--- src/rtl/fetch_decode_frontend_if.sv ---
// ---------------------------------------------------------------------------
// fetch_decode_frontend_if
//
// Instruction-memory fetch bus between the fetch/decode front end and the
// instruction memory. The memory answers combinationally from the address.
// When it cannot answer in the current cycle it drops `ready`.
//
// Signals:
//   addr   fetch address (front end -> memory), equals the current PC
//   rdata  32-bit instruction at `addr` (memory -> front end)
//   ready  `rdata` is valid this cycle (memory -> front end)
//
// Modports:
//   master  front-end side (drives addr)
//   slave   memory side (drives rdata, ready)
// ---------------------------------------------------------------------------
interface fetch_decode_frontend_if #(
    parameter int XLEN = 32
);
    logic [XLEN-1:0] addr;
    logic [31:0]     rdata;
    logic            ready;

    modport master (
        output addr,
        input  rdata,
        input  ready
    );

    modport slave (
        input  addr,
        output rdata,
        output ready
    );
endinterface

--- src/rtl/fetch_decode_frontend.sv ---
// ---------------------------------------------------------------------------
// fetch_decode_frontend
//
// IF stage plus IF/ID pipeline register for a MIPS-style pipeline. The
// module does the following:
//   - Owns the PC.
//   - Fetches over an instruction bus that may stall.
//   - Holds the fetched instruction in IF/ID.
//   - Resolves beq/bne/j in ID.
//   - Detects load-use hazards and branch-operand hazards. It stalls on
//     them, and it flushes on taken control flow and external kills.
//   - Keeps two saturating counters (stall cycles, flush events) for CPI
//     measurement.
//
// Parameters:
//   XLEN      datapath / PC width (32 or 64)
//   CTRL_W    width of the control bundle from the control unit
//   RESET_PC  PC value loaded on reset
//   CNT_W     width of the performance counters
//
// Ports:
//   clk               clock, rising edge
//   rst               asynchronous active-high reset
//   io_imem           instruction bus (master side): addr out, rdata/ready in
//   i_ext_flush       kill IF/ID contents (e.g. exception)
//   i_ctrl_in         control unit output for o_id_inst
//   i_rs_data         register file data for o_id_inst[25:21]
//   i_rt_data         register file data for o_id_inst[20:16]
//   i_idex_mem_read   ID/EX holds a load
//   i_idex_reg_write  ID/EX writes a register
//   i_idex_rt         ID/EX load target register
//   i_idex_rd         ID/EX destination register (after RegDst)
//   i_exmem_mem_read  EX/MEM holds a load
//   i_exmem_rd        EX/MEM destination register
//   o_id_inst         IF/ID instruction
//   o_id_pc_plus4     IF/ID PC+4
//   o_id_valid        IF/ID holds a real instruction
//   o_id_ctrl         i_ctrl_in, or zero when ID is bubbling (combinational)
//   o_stall_cnt       saturating count of stall cycles
//   o_flush_cnt       saturating count of flush events
// ---------------------------------------------------------------------------
module fetch_decode_frontend #(
    parameter int              XLEN     = 32,
    parameter int              CTRL_W   = 11,
    parameter logic [XLEN-1:0] RESET_PC = '0,
    parameter int              CNT_W    = 16
) (
    input  logic                  clk,
    input  logic                  rst,

    fetch_decode_frontend_if.master io_imem,

    input  logic                  i_ext_flush,
    input  logic [CTRL_W-1:0]     i_ctrl_in,
    input  logic [XLEN-1:0]       i_rs_data,
    input  logic [XLEN-1:0]       i_rt_data,
    input  logic                  i_idex_mem_read,
    input  logic                  i_idex_reg_write,
    input  logic [4:0]            i_idex_rt,
    input  logic [4:0]            i_idex_rd,
    input  logic                  i_exmem_mem_read,
    input  logic [4:0]            i_exmem_rd,

    output logic [31:0]           o_id_inst,
    output logic [XLEN-1:0]       o_id_pc_plus4,
    output logic                  o_id_valid,
    output logic [CTRL_W-1:0]     o_id_ctrl,
    output logic [CNT_W-1:0]      o_stall_cnt,
    output logic [CNT_W-1:0]      o_flush_cnt
);

    localparam logic [5:0] OP_J   = 6'd2;
    localparam logic [5:0] OP_BEQ = 6'd4;
    localparam logic [5:0] OP_BNE = 6'd5;

    // Counter slots: index 0 counts stall cycles, index 1 counts flush events.
    localparam int N_CNT   = 2;
    localparam int CNT_STL = 0;
    localparam int CNT_FLS = 1;

    // -----------------------------------------------------------------------
    // Architectural state
    // -----------------------------------------------------------------------
    logic [XLEN-1:0] r_pc;
    logic [31:0]     r_id_inst;
    logic [XLEN-1:0] r_id_pc_plus4;
    logic            r_id_valid;

    // -----------------------------------------------------------------------
    // Decode of the IF/ID instruction
    // -----------------------------------------------------------------------
    logic [5:0]      w_opcode;
    logic [4:0]      w_rs;
    logic [4:0]      w_rt;
    logic            w_is_beq;
    logic            w_is_bne;
    logic            w_is_j;
    logic            w_is_branch;
    logic [XLEN-1:0] w_imm;

    assign w_opcode    = r_id_inst[31:26];
    assign w_rs        = r_id_inst[25:21];
    assign w_rt        = r_id_inst[20:16];
    assign w_is_beq    = (w_opcode == OP_BEQ);
    assign w_is_bne    = (w_opcode == OP_BNE);
    assign w_is_j      = (w_opcode == OP_J);
    assign w_is_branch = w_is_beq | w_is_bne;
    assign w_imm       = {{(XLEN-16){r_id_inst[15]}}, r_id_inst[15:0]};

    // -----------------------------------------------------------------------
    // Hazard detection
    // -----------------------------------------------------------------------
    logic w_load_use;
    logic w_br_hz_alu;
    logic w_br_hz_load;
    logic w_stall;

    // Register $0 is hard-wired to zero, so it never creates a dependency.
    assign w_load_use   = i_idex_mem_read && (i_idex_rt != 5'd0) &&
                          ((i_idex_rt == w_rs) || (i_idex_rt == w_rt));

    // Branches compare in ID, so they need operands one stage earlier than
    // the ALU does. An ALU producer still in EX costs one stall cycle. A load
    // costs two cycles: first while it is in EX (caught by w_load_use), then
    // again while it is in MEM.
    assign w_br_hz_alu  = i_idex_reg_write && (i_idex_rd != 5'd0) &&
                          ((i_idex_rd == w_rs) || (i_idex_rd == w_rt));
    assign w_br_hz_load = i_exmem_mem_read && (i_exmem_rd != 5'd0) &&
                          ((i_exmem_rd == w_rs) || (i_exmem_rd == w_rt));

    assign w_stall = r_id_valid &&
                     (w_load_use || (w_is_branch && (w_br_hz_alu || w_br_hz_load)));

    // -----------------------------------------------------------------------
    // Branch / jump resolution
    // -----------------------------------------------------------------------
    logic            w_operands_eq;
    logic            w_taken;
    logic [XLEN-1:0] w_br_target;
    logic [XLEN-1:0] w_j_target;
    logic [XLEN-1:0] w_target;
    logic [XLEN-1:0] w_pc_plus4;

    assign w_operands_eq = (i_rs_data == i_rt_data);

    assign w_taken = r_id_valid && !w_stall &&
                     ((w_is_beq && w_operands_eq) ||
                      (w_is_bne && !w_operands_eq) ||
                      w_is_j);

    assign w_br_target = r_id_pc_plus4 + (w_imm << 2);
    // A jump keeps the upper bits of PC+4, so it stays inside the current
    // 256 MiB region. For XLEN=64 that is bits [63:28].
    assign w_j_target  = {r_id_pc_plus4[XLEN-1:28], r_id_inst[25:0], 2'b00};
    assign w_target    = w_is_j ? w_j_target : w_br_target;
    assign w_pc_plus4  = r_pc + XLEN'(4);

    // -----------------------------------------------------------------------
    // PC and IF/ID register. The branches below are in priority order:
    // stall, external flush, taken redirect, memory wait, normal fetch.
    // -----------------------------------------------------------------------
    always_ff @(posedge clk or posedge rst) begin
        if (rst) begin
            r_pc          <= RESET_PC;
            r_id_inst     <= '0;
            r_id_pc_plus4 <= '0;
            r_id_valid    <= 1'b0;
        end else if (w_stall) begin
            // Freeze PC and IF/ID. An external flush in the same cycle is
            // dropped, because the stalled instruction must still issue.
            r_pc          <= r_pc;
            r_id_inst     <= r_id_inst;
            r_id_pc_plus4 <= r_id_pc_plus4;
            r_id_valid    <= r_id_valid;
        end else if (i_ext_flush) begin
            r_id_inst  <= '0;
            r_id_valid <= 1'b0;
            // The fetch in flight is discarded. The PC still moves on if the
            // memory answered, so that word is not fetched twice.
            if (io_imem.ready) begin
                r_pc <= w_pc_plus4;
            end
        end else if (w_taken) begin
            // The wrong-path instruction being fetched now is dropped. A
            // redirect does not depend on memory readiness.
            r_pc       <= w_target;
            r_id_inst  <= '0;
            r_id_valid <= 1'b0;
        end else if (!io_imem.ready) begin
            r_id_inst  <= '0;
            r_id_valid <= 1'b0;
        end else begin
            r_pc          <= w_pc_plus4;
            r_id_inst     <= io_imem.rdata;
            r_id_pc_plus4 <= w_pc_plus4;
            r_id_valid    <= 1'b1;
        end
    end

    // -----------------------------------------------------------------------
    // Saturating performance counters
    // -----------------------------------------------------------------------
    logic [N_CNT-1:0] w_cnt_evt;
    logic [CNT_W-1:0] w_cnt_val [N_CNT];

    // A stall suppresses the external flush, so a flush is only counted on
    // cycles that are not stalled.
    assign w_cnt_evt[CNT_STL] = w_stall;
    assign w_cnt_evt[CNT_FLS] = !w_stall && (i_ext_flush || w_taken);

    genvar gi;
    generate
        for (gi = 0; gi < N_CNT; gi++) begin : g_cnt
            logic [CNT_W-1:0] r_cnt;

            always_ff @(posedge clk or posedge rst) begin
                if (rst) begin
                    r_cnt <= '0;
                end else if (w_cnt_evt[gi] && (r_cnt != {CNT_W{1'b1}})) begin
                    r_cnt <= r_cnt + CNT_W'(1);
                end
            end

            assign w_cnt_val[gi] = r_cnt;
        end
    endgenerate

    // -----------------------------------------------------------------------
    // Outputs
    // -----------------------------------------------------------------------
    assign io_imem.addr  = r_pc;
    assign o_id_inst     = r_id_inst;
    assign o_id_pc_plus4 = r_id_pc_plus4;
    assign o_id_valid    = r_id_valid;
    // A stalled or empty ID stage must not issue control to EX. It sends
    // an all-zero bundle (a nop) instead.
    assign o_id_ctrl     = (w_stall || !r_id_valid) ? '0 : i_ctrl_in;
    assign o_stall_cnt   = w_cnt_val[CNT_STL];
    assign o_flush_cnt   = w_cnt_val[CNT_FLS];

endmodule

--- src/flat_wrapper.sv ---
// flat-port wrapper written by rule: the top's interface ports become plain ports
module fetch_decode_frontend_flat 
#(
    parameter int              XLEN     = 32,
    parameter int              CTRL_W   = 11,
    parameter logic [XLEN-1:0] RESET_PC = '0,
    parameter int              CNT_W    = 16
)
  (clk, rst, i_ext_flush, i_ctrl_in, i_rs_data, i_rt_data, i_idex_mem_read, i_idex_reg_write, i_idex_rt, i_idex_rd, i_exmem_mem_read, i_exmem_rd, o_id_inst, o_id_pc_plus4, o_id_valid, o_id_ctrl, o_stall_cnt, o_flush_cnt, io_imem_addr, io_imem_rdata, io_imem_ready);
  fetch_decode_frontend_if #(.XLEN(XLEN)) io_imem_i ();
  input  logic clk;
  input  logic rst;
  input  logic i_ext_flush;
  input  logic [CTRL_W-1:0] i_ctrl_in;
  input  logic [XLEN-1:0] i_rs_data;
  input  logic [XLEN-1:0] i_rt_data;
  input  logic i_idex_mem_read;
  input  logic i_idex_reg_write;
  input  logic [4:0] i_idex_rt;
  input  logic [4:0] i_idex_rd;
  input  logic i_exmem_mem_read;
  input  logic [4:0] i_exmem_rd;
  output logic [31:0] o_id_inst;
  output logic [XLEN-1:0] o_id_pc_plus4;
  output logic o_id_valid;
  output logic [CTRL_W-1:0] o_id_ctrl;
  output logic [CNT_W-1:0] o_stall_cnt;
  output logic [CNT_W-1:0] o_flush_cnt;
  output wire logic [$bits(io_imem_i.addr)-1:0] io_imem_addr;
  input wire logic [$bits(io_imem_i.rdata)-1:0] io_imem_rdata;
  input wire logic [$bits(io_imem_i.ready)-1:0] io_imem_ready;
  assign io_imem_addr = io_imem_i.addr;
  assign io_imem_i.rdata = io_imem_rdata;
  assign io_imem_i.ready = io_imem_ready;
  fetch_decode_frontend #(.XLEN(XLEN), .CTRL_W(CTRL_W), .RESET_PC(RESET_PC), .CNT_W(CNT_W)) u_core (.clk(clk), .rst(rst), .io_imem(io_imem_i), .i_ext_flush(i_ext_flush), .i_ctrl_in(i_ctrl_in), .i_rs_data(i_rs_data), .i_rt_data(i_rt_data), .i_idex_mem_read(i_idex_mem_read), .i_idex_reg_write(i_idex_reg_write), .i_idex_rt(i_idex_rt), .i_idex_rd(i_idex_rd), .i_exmem_mem_read(i_exmem_mem_read), .i_exmem_rd(i_exmem_rd), .o_id_inst(o_id_inst), .o_id_pc_plus4(o_id_pc_plus4), .o_id_valid(o_id_valid), .o_id_ctrl(o_id_ctrl), .o_stall_cnt(o_stall_cnt), .o_flush_cnt(o_flush_cnt));
endmodule
--- config.mk ---
export PLATFORM = sky130hd
export DESIGN_NAME = fetch_decode_frontend_flat
export DESIGN_NICKNAME = d
export VERILOG_FILES = /design/src/rtl/fetch_decode_frontend_if.sv /design/src/rtl/fetch_decode_frontend.sv /design/src/flat_wrapper.sv
export SDC_FILE = /design/constraint.sdc
export NUM_CORES = 1
export LEC_CHECK = 0
export ABC_AREA = 1
export CAP_MARGIN = 20
export CORE_AREA = 2 2 160 279
export DETAILED_ROUTE_END_ITERATION = 10
export DIE_AREA = 0 0 162 281
export HOLD_SLACK_MARGIN = 0.1
export PLACE_DENSITY = 0.48
export RECOVER_POWER = 25
export SETUP_SLACK_MARGIN = 0.3
export SLEW_MARGIN = 20
export SYNTH_ARGS = -nofsm -noshare
export SYNTH_HDL_FRONTEND = slang
export SYNTH_SLANG_ARGS = --single-unit
--- constraint.sdc ---
create_clock -name clk -period 4 [get_ports clk]
set_input_delay 0.8 -clock clk [delete_from_list [all_inputs] [get_ports clk]]
set_output_delay 0.8 -clock clk [all_outputs]
set_load 0.005 [all_outputs]
==> summary.txt <==
Detailed routing
  • Iter 0 DRT Violations: 497
  • Detail Route Antenna Nets: 0
  • Via count: 10970
  • Drt total wl: 43440 um
  • TritonRoute pass-1 iters: 5
  • Vias per inst: 4.497
  • Routed len/inst: 17.81 um
  • DR DRC count: 0

Clocking
  • H-tree depth: 4
  • CTS tree: done
  • Reg clk slew, reported paths: 60 ps
  • Inserted Clock Buffers: 17
  • Post-CTS setup buffer count: 0
  • Clock Path Buffers: 2
  • Clock sink count: 129
  • Root Buffer Master: clkbuf_16
  • Clk_lat worst skew: 450 ps
  • Hold buffers post-CTS: 0

STA
  • Fmax: 279.3 MHz
  • Setup TNS: 0 ps
  • Worst rel slew slack: -16.79%
  • Worst-margin pin slew: 1752 ps
  • Setup slack after layout: 419.5 ps
  • Fin crit share: 89.51%
  • Setup Viol. Count Final: 0
  • Fin crit period: 3580 ps
  • Skew final: 13.94 ps
  • Slew Limit Fails: 65
  • Hold Vio Cnt, Final: 0
  • RSZ-0062 raised after global routing: yes

Cells and area
  • Layout fillers: 4692
  • Leading cell types in the layout, fill and taps excluded: 507 x nand2_1, 262 x clkdlybuf4s50_1, 230 x inv_1
  • Area Growth Syn to Fin: 36.38%
  • Commonest non-fill, non-tap cell in the layout: nand2_1
  • Ratio of cells with drive above 1 in the final layout: 8.614%
  • Final Util: 33.63%
  • Fin area: 14540 sq um
  • Final net count: 2020

Critical path
  • Worst r2r dst: u_core.io_imem.addr[25]
  • Worst Path Max Fanout: 10
  • R2r startpoint: u_core.o_id_inst[15]
  • Critical path class: in -> out
  • Critical path startpoint category: primary input
  • FF-to-FF path depth: 15
  • CP required: 3200 ps
  • CP Data Arrival Time: 2780 ps
  • FF-to-FF setup slack: 1050 ps
  • CP Capture Type: output port

Placement
  • Placed Area: 13960 sq um
  • Pre-CTS setup slack: 313.2 ps
  • Dpl hpwl: 35300 um
  • RD Place Congestion: 0.9422
  • PortBufs: 268

Run status
  • Failing checks: max-capacitance violations, max-slew violations
  • Status: finished with violations

Synthesis
  • Post-Syn Nets: 1762
  • Syn avg cell area: 6.662 sq um
  • Post-Syn Instances: 1600
  • Sequential fraction of the synthesis area: 30.29%
  • Ys flop type: dfrtp_1
  • Number of flops mapped to enable cells by yosys: 0
  • Mapped cell area: 10660 sq um
  • Yosys reg bits: 129
  • Cell variety after synth: 43
  • Post-synthesis async set-or-reset flop share: 100.0%
  • YS warnings: 0

Pwr
  • LEAKAGE: 0.006808 uW
  • PD cells: 429.8 nW/um^2
  • Peak VDD IR: 0.2635 mV
  • Total power: 6248 uW

Floorplan
  • Die width: 162 um
  • Die area: 45520 sq um
  • Starting Density: 24.66%
  • Die H: 281 um
  • Boundary Pins: 269
  • Cell row count: 101
  • Area of the core: 43220 sq um

Global route
  • Final global-route overflow total: 0
  • Largest net degree at the start of global routing: 65
  • Tot GR Track Use: 19.20%
  • Vias in the first global route: 11120
  • Global-route wire length before repair: 65870 um
  • Antenna violations before repair: 4

Flow run
  • Maxcap violations: 1

Hold path
  • Hold path start: u_core.o_flush_cnt[6]
  • Hold endpoint: u_core.o_flush_cnt[6]
  • Hold crit path type: reg -> reg
  • Hold path cells: 2
==> registers in the layout, indices dropped and copies added, names as in the netlist <==
name / count
u_core.o_id_inst: 32
u_core.o_id_pc_plus4: 32
u_core.o_stall_cnt: 16
u_core.o_id_valid: 1
u_core.o_flush_cnt: 16
u_core.io_imem.addr: 32
==> synth_stat cells (6+ instances only) <==
library cell    n  area share (%)
a21oi_1        48             2.3
buf_2          12            0.56
clkbuf_1       19            0.67
dfrtp_1       129              30
ha_1           32             3.8
inv_1         233             8.2
inv_2           8            0.28
nand2_1       507              18
nand2_2        27             1.6
nand3_1       107             5.0
nand3b_1        6            0.42
nand4_1        34             2.0
nor2_1        132             4.6
nor3_1         23             1.1
nor4_1         12            0.70
o21ai_0        68             3.2
o21ai_1         6            0.28
o21ai_2        34             2.8
o22ai_2        21             2.5
xnor2_1        43             3.5
xor2_1         53             4.4
==> worst max-delay path by stage <==
stage | endpoint | start | slack [ps] | depth (start not counted)
after floorplan | o_id_ctrl[0] | i_idex_rd[3] | 1410 | 12
after global placement | o_id_ctrl[1] | i_exmem_rd[3] | 290 | 11
after detailed placement | o_id_ctrl[1] | i_exmem_rd[3] | 310 | 11
after CTS | o_id_ctrl[1] | i_exmem_rd[3] | 310 | 11
after global routing | o_id_ctrl[8] | i_exmem_rd[1] | 270 | 14
final | o_id_ctrl[8] | i_idex_rd[4] | 420 | 14
==> final cells by class <==
class	instances	area (sq um)	area share, %
diodes	4	10.01	0.06886
clock buffers	18	439.2	3.021
clock inverters	12	137.6	0.9468
inverters	242	914.6	6.292
multi-input cells	1182	6245	42.96
flip-flops and latches	129	3228	22.21
well taps	566	708.2	4.872
repair buffers	286	2854	19.63
==> through the flow <==
step | hold slack, ps | instances
6_report | 512.3 | 2439
5_1_grt | 543.3 | 2439
4_1_cts | 520.6 | 2435
3_5_place_dp | 500.3 | 2405
3_3_place_gp | 487.7 | 2405
2_1_floorplan | 486.7 | 1600
==> worst max-delay path: stages <==
cell             delay [ps]
clkdlybuf4s50_1         500
inv_1                    90
nand2_1                  50
nand2_1                  70
nor2_1                   50
nand3_1                  70
nand2_1                  50
nand2_1                  60
nand2_1                  60
nand2_2                  90
nand3_2                 120
buf_6                   170
nor2_1                   90
clkdlybuf4s50_1         510
==> cells by family after synthesis <==
logic type | share of synthesized area [%]
compound gates | 11.67
xor+xnor | 7.888
fa+ha+maj | 3.944
buf+inv | 11.22
flops | 30.29
simple gates | 34.99
==> routing by layer <==
layer	up-vias	GRT usage, %	wire length, um
li1	5583	-	-
met1	5072	20.45	16350
met2	246	36.50	23630
met3	67	2.863	1572
met4	0	9.167	1883
met5	-	0	0
==> what timing repair did <==
action                                  in CTS  in global routing
gates resized for setup                      0                 13
endpoints found under the setup margin       0                 11
hold endpoints to repair                     0                  0
==> power breakdown <==
group / internal [uW] / switching, uW
Combinational: 1220 / 1400
Sequential: 1580 / 459
Clock: 928 / 660
Note: power is estimated with default switching activity, not from simulation.
